$ cat src/rtl/ifu_pkg.sv
// Shared definitions for the instruction fetch unit: FSM state encoding,
// instruction field positions and the sequential PC increment.
package ifu_pkg;

  typedef enum logic [1:0] {
    IDLE  = 2'd0,
    FETCH = 2'd1,
    HOLD  = 2'd2
  } ifu_state_e;

  localparam int          OPC_MSB = 31;
  localparam int          OPC_LSB = 26;
  localparam int          IMM_W   = 16;
  localparam logic [31:0] PC_INC  = 32'd4;

  function automatic logic [5:0] get_opcode(input logic [31:0] instr);
    return instr[OPC_MSB:OPC_LSB];
  endfunction

  function automatic logic [31:0] get_raw_imm(input logic [31:0] instr);
    return {{(32-IMM_W){1'b0}}, instr[IMM_W-1:0]};
  endfunction

endpackage

$ cat src/rtl/pc_next_calc.sv
// Combinational next-PC: sequential or PC-relative branch target, word aligned.
import ifu_pkg::*;

module pc_next_calc (
  input  logic [31:0] pc_i,
  input  logic        sel_i,
  input  logic [31:0] immed_i,
  output logic [31:0] next_pc_o
);

  logic [31:0] offset_s;
  logic [31:0] sum_s;

  always_comb begin
    offset_s = 32'd0;
    if (sel_i) begin
      offset_s = immed_i;
    end else begin
      offset_s = 32'd0;
    end
    sum_s     = pc_i + PC_INC + offset_s;
    next_pc_o = sum_s & ~32'd3;
  end

endmodule

$ cat src/rtl/instr_fetch_unit.sv
// Instruction fetch unit: PC register, req/ack fetch FSM and instruction latch.
// Optional ack timeout with sticky Fetch_err when IFU_TIMEOUT_EN is defined.
import ifu_pkg::*;

module instr_fetch_unit #(
  parameter logic [31:0] RESET_PC = 32'h0000_0000
`ifdef IFU_TIMEOUT_EN
  ,
  parameter int          TIMEOUT_CYCLES = 255
`endif
) (
  input  logic        Clk,
  input  logic        Rst_n,
  input  logic        PC_LdEn,
  input  logic        PC_sel,
  input  logic [31:0] Immed_PC,
  output logic        Imem_req,
  output logic [31:0] Imem_addr,
  input  logic        Imem_ack,
  input  logic [31:0] Imem_data,
  output logic [31:0] Instr,
  output logic [5:0]  Opcode,
  output logic [31:0] Immed_in,
  output logic        Instr_valid,
  output logic [31:0] PC
`ifdef IFU_TIMEOUT_EN
  ,
  output logic        Fetch_err
`endif
);

  ifu_state_e  state_q;
  logic [31:0] pc_q;
  logic [31:0] pc_d;
  logic [31:0] instr_q;
  logic        valid_q;
  logic        req_q;

`ifdef IFU_TIMEOUT_EN
  localparam int CNT_W = (TIMEOUT_CYCLES > 255) ? $clog2(TIMEOUT_CYCLES + 1) : 8;
  localparam logic [CNT_W-1:0] TO_LAST = CNT_W'(TIMEOUT_CYCLES - 1);
  localparam logic [CNT_W-1:0] CNT_ONE = CNT_W'(1);

  logic [CNT_W-1:0] cnt_q;
  logic             err_q;
`endif

  pc_next_calc u_pc_next_calc (
    .pc_i      (pc_q),
    .sel_i     (PC_sel),
    .immed_i   (Immed_PC),
    .next_pc_o (pc_d)
  );

  // Fetch FSM; PC only moves in HOLD, the word is only latched in FETCH
  always_ff @(posedge Clk or negedge Rst_n) begin
    if (!Rst_n) begin
      state_q <= IDLE;
      pc_q    <= RESET_PC;
      instr_q <= 32'd0;
      valid_q <= 1'b0;
      req_q   <= 1'b0;
`ifdef IFU_TIMEOUT_EN
      cnt_q   <= '0;
      err_q   <= 1'b0;
`endif
    end else begin
      case (state_q)
        IDLE: begin
          state_q <= FETCH;
          req_q   <= 1'b1;
`ifdef IFU_TIMEOUT_EN
          cnt_q   <= '0;
`endif
        end
        FETCH: begin
          if (Imem_ack) begin
            instr_q <= Imem_data;
            valid_q <= 1'b1;
            req_q   <= 1'b0;
            state_q <= HOLD;
          end
`ifdef IFU_TIMEOUT_EN
          else if (cnt_q == TO_LAST) begin
            err_q   <= 1'b1;
            req_q   <= 1'b0;
            state_q <= IDLE;
          end else begin
            cnt_q   <= cnt_q + CNT_ONE;
          end
`endif
        end
        HOLD: begin
          if (PC_LdEn) begin
            pc_q    <= pc_d;
            valid_q <= 1'b0;
            req_q   <= 1'b1;
            state_q <= FETCH;
`ifdef IFU_TIMEOUT_EN
            cnt_q   <= '0;
`endif
          end
        end
        default: begin
          state_q <= IDLE;
          req_q   <= 1'b0;
          valid_q <= 1'b0;
        end
      endcase
    end
  end

  assign Imem_req    = req_q;
  assign Imem_addr   = pc_q;
  assign PC          = pc_q;
  assign Instr       = instr_q;
  assign Instr_valid = valid_q;
  assign Opcode      = get_opcode(instr_q);
  assign Immed_in    = get_raw_imm(instr_q);
`ifdef IFU_TIMEOUT_EN
  assign Fetch_err   = err_q;
`endif

endmodule
$ cat config.mk
export PLATFORM = sky130hd
export DESIGN_NAME = instr_fetch_unit
export DESIGN_NICKNAME = d
export VERILOG_FILES = /design/src/rtl/ifu_pkg.sv /design/src/rtl/pc_next_calc.sv /design/src/rtl/instr_fetch_unit.sv
export SDC_FILE = /design/constraint.sdc
export NUM_CORES = 1
export LEC_CHECK = 0
export CORE_UTILIZATION = 38
export DETAILED_ROUTE_END_ITERATION = 12
export PLACE_DENSITY = 0.72
export SETUP_SLACK_MARGIN = 0.1
export SYNTH_ARGS = -nofsm -noshare
export SYNTH_HDL_FRONTEND = slang
export SYNTH_SLANG_ARGS = --single-unit
$ cat constraint.sdc
create_clock -name Clk -period 3.6 [get_ports Clk]
set_input_delay 0.9 -clock Clk [delete_from_list [all_inputs] [get_ports Clk]]
set_output_delay 0.9 -clock Clk [all_outputs]
set_load 0.005 [all_outputs]
==> impl_metrics.yaml, run 1 <==
flow_run:
  cap_violations: 0
cts:
  cts-root-buf: "clkbuf_16"
  clock_sinks: 65
  clock_latency_ps: 330
  clk_pin_slew_ps: 60
  htree_num_levels: 3
  numCtsBuffers: 9
  clk_path_buf_depth: 2
  cts_tree: "done"
power_and_ir_drop:
  seqPwrFrac_pct: 24.4
  p_leak_nw: 3.44
  swShare_pct: 33.8
  power.switching_mw: 1.93
  combPwrFrac_pct: 58.7
  p_int_mw: 3.78
  ir_drop_v: 0.000320
  p_per_area_nw_per_um2: 772
  pwr-share-clk_pct: 16.9
floorplanning:
  die-width_um: 117
  rows: 41
  core_sq_um: 12800
  fp.dieH_um: 117
  start_util_pct: 39.4
  die_area_sq_um: 13700
  ios: 205
synthesis:
  yosysSeqAreaShare_pct: 32.3
  syn_area_sq_um: 5030
  ys_warn_count: 0
  ys_top_cells_by_area: "dfrtp_1 (32%), ha_1 (14%), buf_4 (11%)"
  yosysTopAreaCell: "dfrtp_1"
  netlist_top_cells_count: "buf_4 (72), dfrtp_1 (65), nand2_1 (59)"
  synth-async-reset-ratio_pct: 100
  ys_types: 53
  synth_seq_cells: 65
  syn_area_per_cell_sq_um: 9.35
  synth_edf_count: 0
  syn_inst: 538
  synth_ff_type: "dfrtp_1"
  post-synth-top-count-cell: "buf_4"
  synth_top_area_share_pct: 32.3
timing:
  fin_skew_ps: 8.88
  fmax_ghz: 0.292
  setup_tns_ps: 0
  tightest_slew_ps: 696
  setup_viol: 0
  period_share_pct: 95.2
  slew_headroom_pct: 53.6
  hold_viol_final: 0
  final_max_slew_viol_count: 0
  period_needed_ps: 3430
  grt_setup_unrepaired: "true"
finish:
  nNetsFinal: 857
  final_cell_area_sq_um: 7400
  layout-drive-gt1-share_pct: 18.6
  num_antenna_cells: 0
  syn2layout_area_growth_pct: 47.0
  fill_cells: 1108
  fin_util_pct: 57.9
critical_path:
  path_class: "input pin to flip-flop"
  slowest_delay_ps: 390
  crit_top_cell: "ha_1"
  critPathMaxFanout: 3
  crit_arrival_ps: 3630
  cp_slowest_cell: "clkdlybuf4s50_1"
  critPathLaunchType: "input pin"
  end_kind: "flip-flop"
  crit_chain: "clkdlybuf4s50_1 -> and2_1 -> ha_1 -> ha_1 -> fa_2 -> a21oi_2 -> o22ai_1 -> o211ai_1 -> buf_4 -> nand4_1 -> a221oi_2 -> xor2_1 -> o21ai_1"
  required_ps: 3800
routing:
  drtIter0Drc: 146
  wl_per_cell_um: 14.0
  ant_nets: 0
  dr.pass1.iters: 4
  via_per_inst: 4.79
  vias: 4343
  wl_um: 12700
  drc: 0
outcome:
  run_status: "finished, final reports clean"
grt:
  grt_remaining_overflow: 0
  grt_max_degree: 40
  first_global_vias: 4213
  antenna_found_initial: 0
  grt_usage_pct: 18.9
  grt_pass1_wl_um: 20000
place:
  placed_area_sq_um: 7020
  place_congestion: 0.880
  numPortBuffers: 182
  dp_hpwl_um: 10100
worst_hold_path:
  holdCritPathClass: "flip-flop to flip-flop"
-- through the flow --
step	hold slack, ps	instances	power (mW)	setup WS, ps
6_report	502	907	5.71	174
5_1_grt	533	907	6.19	42.3
4_1_cts	504	907	5.77	144
3_5_place_dp	492	888	4.76	-484
3_3_place_gp	486	888	4.69	-450
2_1_floorplan	488	557	3.14	191
-- cell usage in the layout, fill, tap and decap left out, types with 3 or more instances in the layout --
cell type and instances:
a21o_1 9, a21oi_1 25, a21oi_2 4, a31oi_1 7
and2_1 31, and4_1 3, buf_4 68, clkbuf_16 9
clkdlybuf4s50_1 180, conb_1 20, dfrtp_1 65, ha_1 57
inv_1 12, mux2_2 32, nand2_1 59, nand2b_1 3
nand3_1 9, nand4_1 3, nor2_1 16, nor2b_1 3
nor3_1 3, o211ai_1 4, o21a_1 5, o21ai_0 34
o21ai_1 3, o21bai_1 3, o31ai_2 3, xnor2_1 12
xor2_1 12
-- critical path: cells and delay by family --
kind / cells / cell delay [ps]
xor gates and xnor gates: 1 / 190
AOI/OAI and AO/OA: 5 / 840
buffers and inverters: 2 / 540
and+or+nand+nor: 2 / 280
adders and majority gates: 3 / 880
-- what timing repair did --
| item | in CTS | in global routing |
|---|---|---|
| buffers inserted | 3 | 0 |
| gates resized for setup | 6 | 4 |
| hold buffers | 0 | 0 |
| pin swaps | 3 | 0 |
| endpoints found under the setup margin | 15 | 9 |
-- logic make-up (layout without fill, tap and decap cells) --
| family | after synthesis | in the layout | share of synthesized area (%) |
|---|---|---|---|
| buffers and inverters | 101 | 279 | 13.1 |
| AO/OA/AOI/OAI | 116 | 116 | 14.9 |
| AND/OR/NAND/NOR | 141 | 141 | 13.7 |
| adder cells (fa/ha/maj) | 58 | 58 | 14.6 |
| other | 1 | 20 | 0.0745 |
| multiplexers | 32 | 32 | 7.16 |
| flip-flops | 65 | 65 | 32.3 |
| XOR/XNOR | 24 | 24 | 4.18 |
-- power by group through the flow --
stage	Sequential [mW]	Clock, mW	Combinational [mW]
final	1.40	0.963	3.35
after global routing	1.46	1.02	3.71
after CTS	1.41	0.991	3.38
after detailed placement	1.42	0	3.35
after global placement	1.39	0	3.30
after floorplan	1.38	0	1.76
-- state kept, by name (all words and copies together) (netlist names) --
register	count
Imem_addr	30
state_q	2
Instr_valid	1
Instr	32
-- metal layers --
metal	global-route usage [%]	share of wire [%]	up-vias
met1	23.2	45	2003
met2	33.3	48	152
li1	-	-	2176
met3	3.60	6.0	12
met4	6.33	1.1	0
met5	0	0	-
-- cell type report --
class	count	area, sq um	share of cell area (%)
clock inverter	6	90.1	1.22
timing repair buffer	251	2350	31.7
sequential	65	1630	22.0
tap	172	215	2.91
multi-input combinational	391	2840	38.3
clock buffer	10	239	3.23
inverter	12	45.0	0.609
-- path summary, 6_finish.rpt --
kind / start / endpoint / slack [ps] / cells after the start
setup / recovery: Immed_PC[3] / Imem_addr[29]$_DFFE_PN0P_ / 170 / 13
hold / removal: Instr[25]$_DFFE_PN0P_ / Instr[25]$_DFFE_PN0P_ / 500 / 1
setup reg to reg: Imem_addr[3]$_DFFE_PN0P_ / Imem_addr[29]$_DFFE_PN0P_ / 850 / 11
hold reg to reg: Instr[25]$_DFFE_PN0P_ / Instr[25]$_DFFE_PN0P_ / 500 / 1
max in group asynchronous: Rst_n / Instr[24]$_DFFE_PN0P_ / 2020 / 2
min in group asynchronous: Rst_n / Imem_addr[16]$_DFFE_PN0P_ / 610 / 1
Note: power is estimated with default switching activity, not from simulation.
==> inputs of run 2 (changes only) <==
--- a/config.mk
+++ b/config.mk
@@ -5,9 +5,10 @@
 export SDC_FILE = /design/constraint.sdc
 export NUM_CORES = 1
 export LEC_CHECK = 0
-export CORE_UTILIZATION = 38
+export CORE_UTILIZATION = 44
 export DETAILED_ROUTE_END_ITERATION = 12
-export PLACE_DENSITY = 0.72
+export HOLD_SLACK_MARGIN = 0.08
+export PLACE_DENSITY = 0.82
 export SETUP_SLACK_MARGIN = 0.1
 export SYNTH_ARGS = -nofsm -noshare
 export SYNTH_HDL_FRONTEND = slang
==> run 2 against run 1 <==
  * Register-to-register slack is essentially flat
  * Clock power shrank 16%
  * Sequential share of layout area grew 0.20 points
  * Design area shrank 0.88%
  * Global-route usage grew 3.6 points
  * Non-clock buffer count shrank 1
  * Flip-flop and latch count is the same
  * Combinational power grew 1%
  * Largest cell class unchanged
  * Largest power group unchanged
==> impl_metrics.yaml, run 2 (same netlist as run 1, synthesis figures left out) <==
routing:
  ant_nets: 0
  dr.pass1.iters: 7
  wl_um: 13000
  via_per_inst: 5.05
  drtIter0Drc: 178
  wl_per_cell_um: 14.9
  vias: 4413
  drc: 0
grt:
  grt_remaining_overflow: 0
  grt_max_degree: 57
  grt_use_met2_pct: 41.3
  grtUsageMet1_pct: 25.0
  grt_pass1_wl_um: 20800
  grtUsageMet3_pct: 4.90
  grt.busiest_layer: "met2"
  antenna_found_initial: 0
  grt_usage_pct: 22.5
  first_global_vias: 4480
finish:
  mostFrequentLayoutCells: "clkdlybuf4s50_1 (179), buf_4 (67), dfrtp_1 (65)"
  largest_register_ff_count: 32
  nNetsFinal: 856
  syn2layout_area_growth_pct: 45.7
  num_antenna_cells: 0
  fill_cells: 896
  final_cell_area_sq_um: 7330
  final_common_cell: "clkdlybuf4s50_1"
  layout-drive-gt1-share_pct: 18.9
critical_path:
  crit_family: "compound AO/OA/AOI/OAI gates"
  end_kind: "flip-flop"
  required_ps: 3830
  critPathMaxFanout: 13
  crit_top_cell: "ha_1"
  crit_chain: "dlygate4sd2_1 -> buf_6 -> and2_1 -> ha_1 -> ha_1 -> buf_4 -> nand3_1 -> nor2_1 -> o21ai_1 -> a211oi_2 -> o21ai_0 -> and3_1 -> o31ai_2"
  reg2reg_slack_ps: 850
  critPathLaunchType: "input pin"
  cp_slowest_cell: "ha_1"
  crit_arrival_ps: 3610
  critical_path_buf_inv_count: 3
  path_class: "input pin to flip-flop"
  slowest_delay_ps: 360
worst_hold_path:
  holdCritPathClass: "flip-flop to flip-flop"
cts:
  cts-root-buf: "clkbuf_16"
  numCtsBuffers: 9
  clock_latency_ps: 330
  htree_num_levels: 3
  clk_path_buf_depth: 2
  clk_pin_slew_ps: 50
  clock_sinks: 65
  cts_tree: "done"
floorplanning:
  die_area_sq_um: 11900
  die-width_um: 109
  start_util_pct: 45.8
  fp.dieH_um: 109
  rows: 38
  ios: 205
  core_sq_um: 11000
timing:
  tightest_slew_ps: 953
  grt_setup_unrepaired: "true"
  setup_tns_ps: 0
  period_needed_ps: 3380
  fin_skew_ps: 10.9
  fmax_ghz: 0.296
  period_share_pct: 93.8
  slew_headroom_pct: 36.4
  setup_viol: 0
  hold_viol_final: 0
  final_max_slew_viol_count: 0
place:
  place_congestion: 0.944
  placed_area_sq_um: 6950
  numPortBuffers: 182
  dp_hpwl_um: 10200
power_and_ir_drop:
  p_leak_nw: 3.42
  ir_drop_v: 0.000417
  p_per_area_nw_per_um2: 763
flow_run:
  cap_violations: 0
outcome:
  run_status: "finished, final reports clean"
==> run 2: per-layer routing <==
layer | vias to the layer above | share of wire (%)
li1 | 2173 | -
met1 | 2061 | 40
met2 | 164 | 51
met3 | 15 | 6.9
met4 | 0 | 1.5
met5 | - | 0
==> run 2: final timing paths <==
path	cells after the start	to	startpoint
min	1	Instr[19]$_DFFE_PN0P_	Instr[19]$_DFFE_PN0P_
min in group asynchronous	1	Imem_addr[16]$_DFFE_PN0P_	Rst_n
max reg2reg	13	Imem_addr[29]$_DFFE_PN0P_	Imem_addr[2]$_DFFE_PN0P_
min reg2reg	1	Instr[19]$_DFFE_PN0P_	Instr[19]$_DFFE_PN0P_
max	13	Imem_addr[26]$_DFFE_PN0P_	PC_sel
max in group asynchronous	2	state_q[0]$_DFFE_PN0P_	Rst_n
==> run 2: metrics by stage <==
step / hold slack [ps] / power (mW) / setup slack (ps) / utilization [%] / cells
2_1_floorplan: 488 / 3.14 / 191 / - / 557
3_3_place_gp: 489 / 4.63 / -432 / 63.2 / 852
3_5_place_dp: 496 / 4.74 / -516 / 63.2 / 852
4_1_cts: 507 / 5.60 / 122 / 66.1 / 871
5_1_grt: 520 / 6.05 / 63.5 / 66.8 / 874
6_report: 507 / 5.60 / 222 / 66.8 / 874
==> run 2: where the power goes <==
part	switching (mW)	leakage, nW	internal (mW)
registers	0.320	0.791	1.08
logic	1.32	2.50	2.07
clock network	0.335	0.128	0.470
total	1.97	3.42	3.62
==> run 2: layout make-up <==
type	count	area, sq um	area share (%)
Inverter	12	45.0	0.614
Clock buffer	9	225	3.07
Multi-Input combinational cell	391	2880	39.2
Clock inverter	7	53.8	0.734
Sequential cell	65	1630	22.2
Tap cell	140	175	2.39
Timing Repair Buffer	250	2330	31.8
==> run 2: what timing repair did <==
action,CTS,global route
pin swaps,4,8
hold buffers,0,0
setup buffers,3,3
setup endpoints to repair,10,9
gates resized for setup,4,9
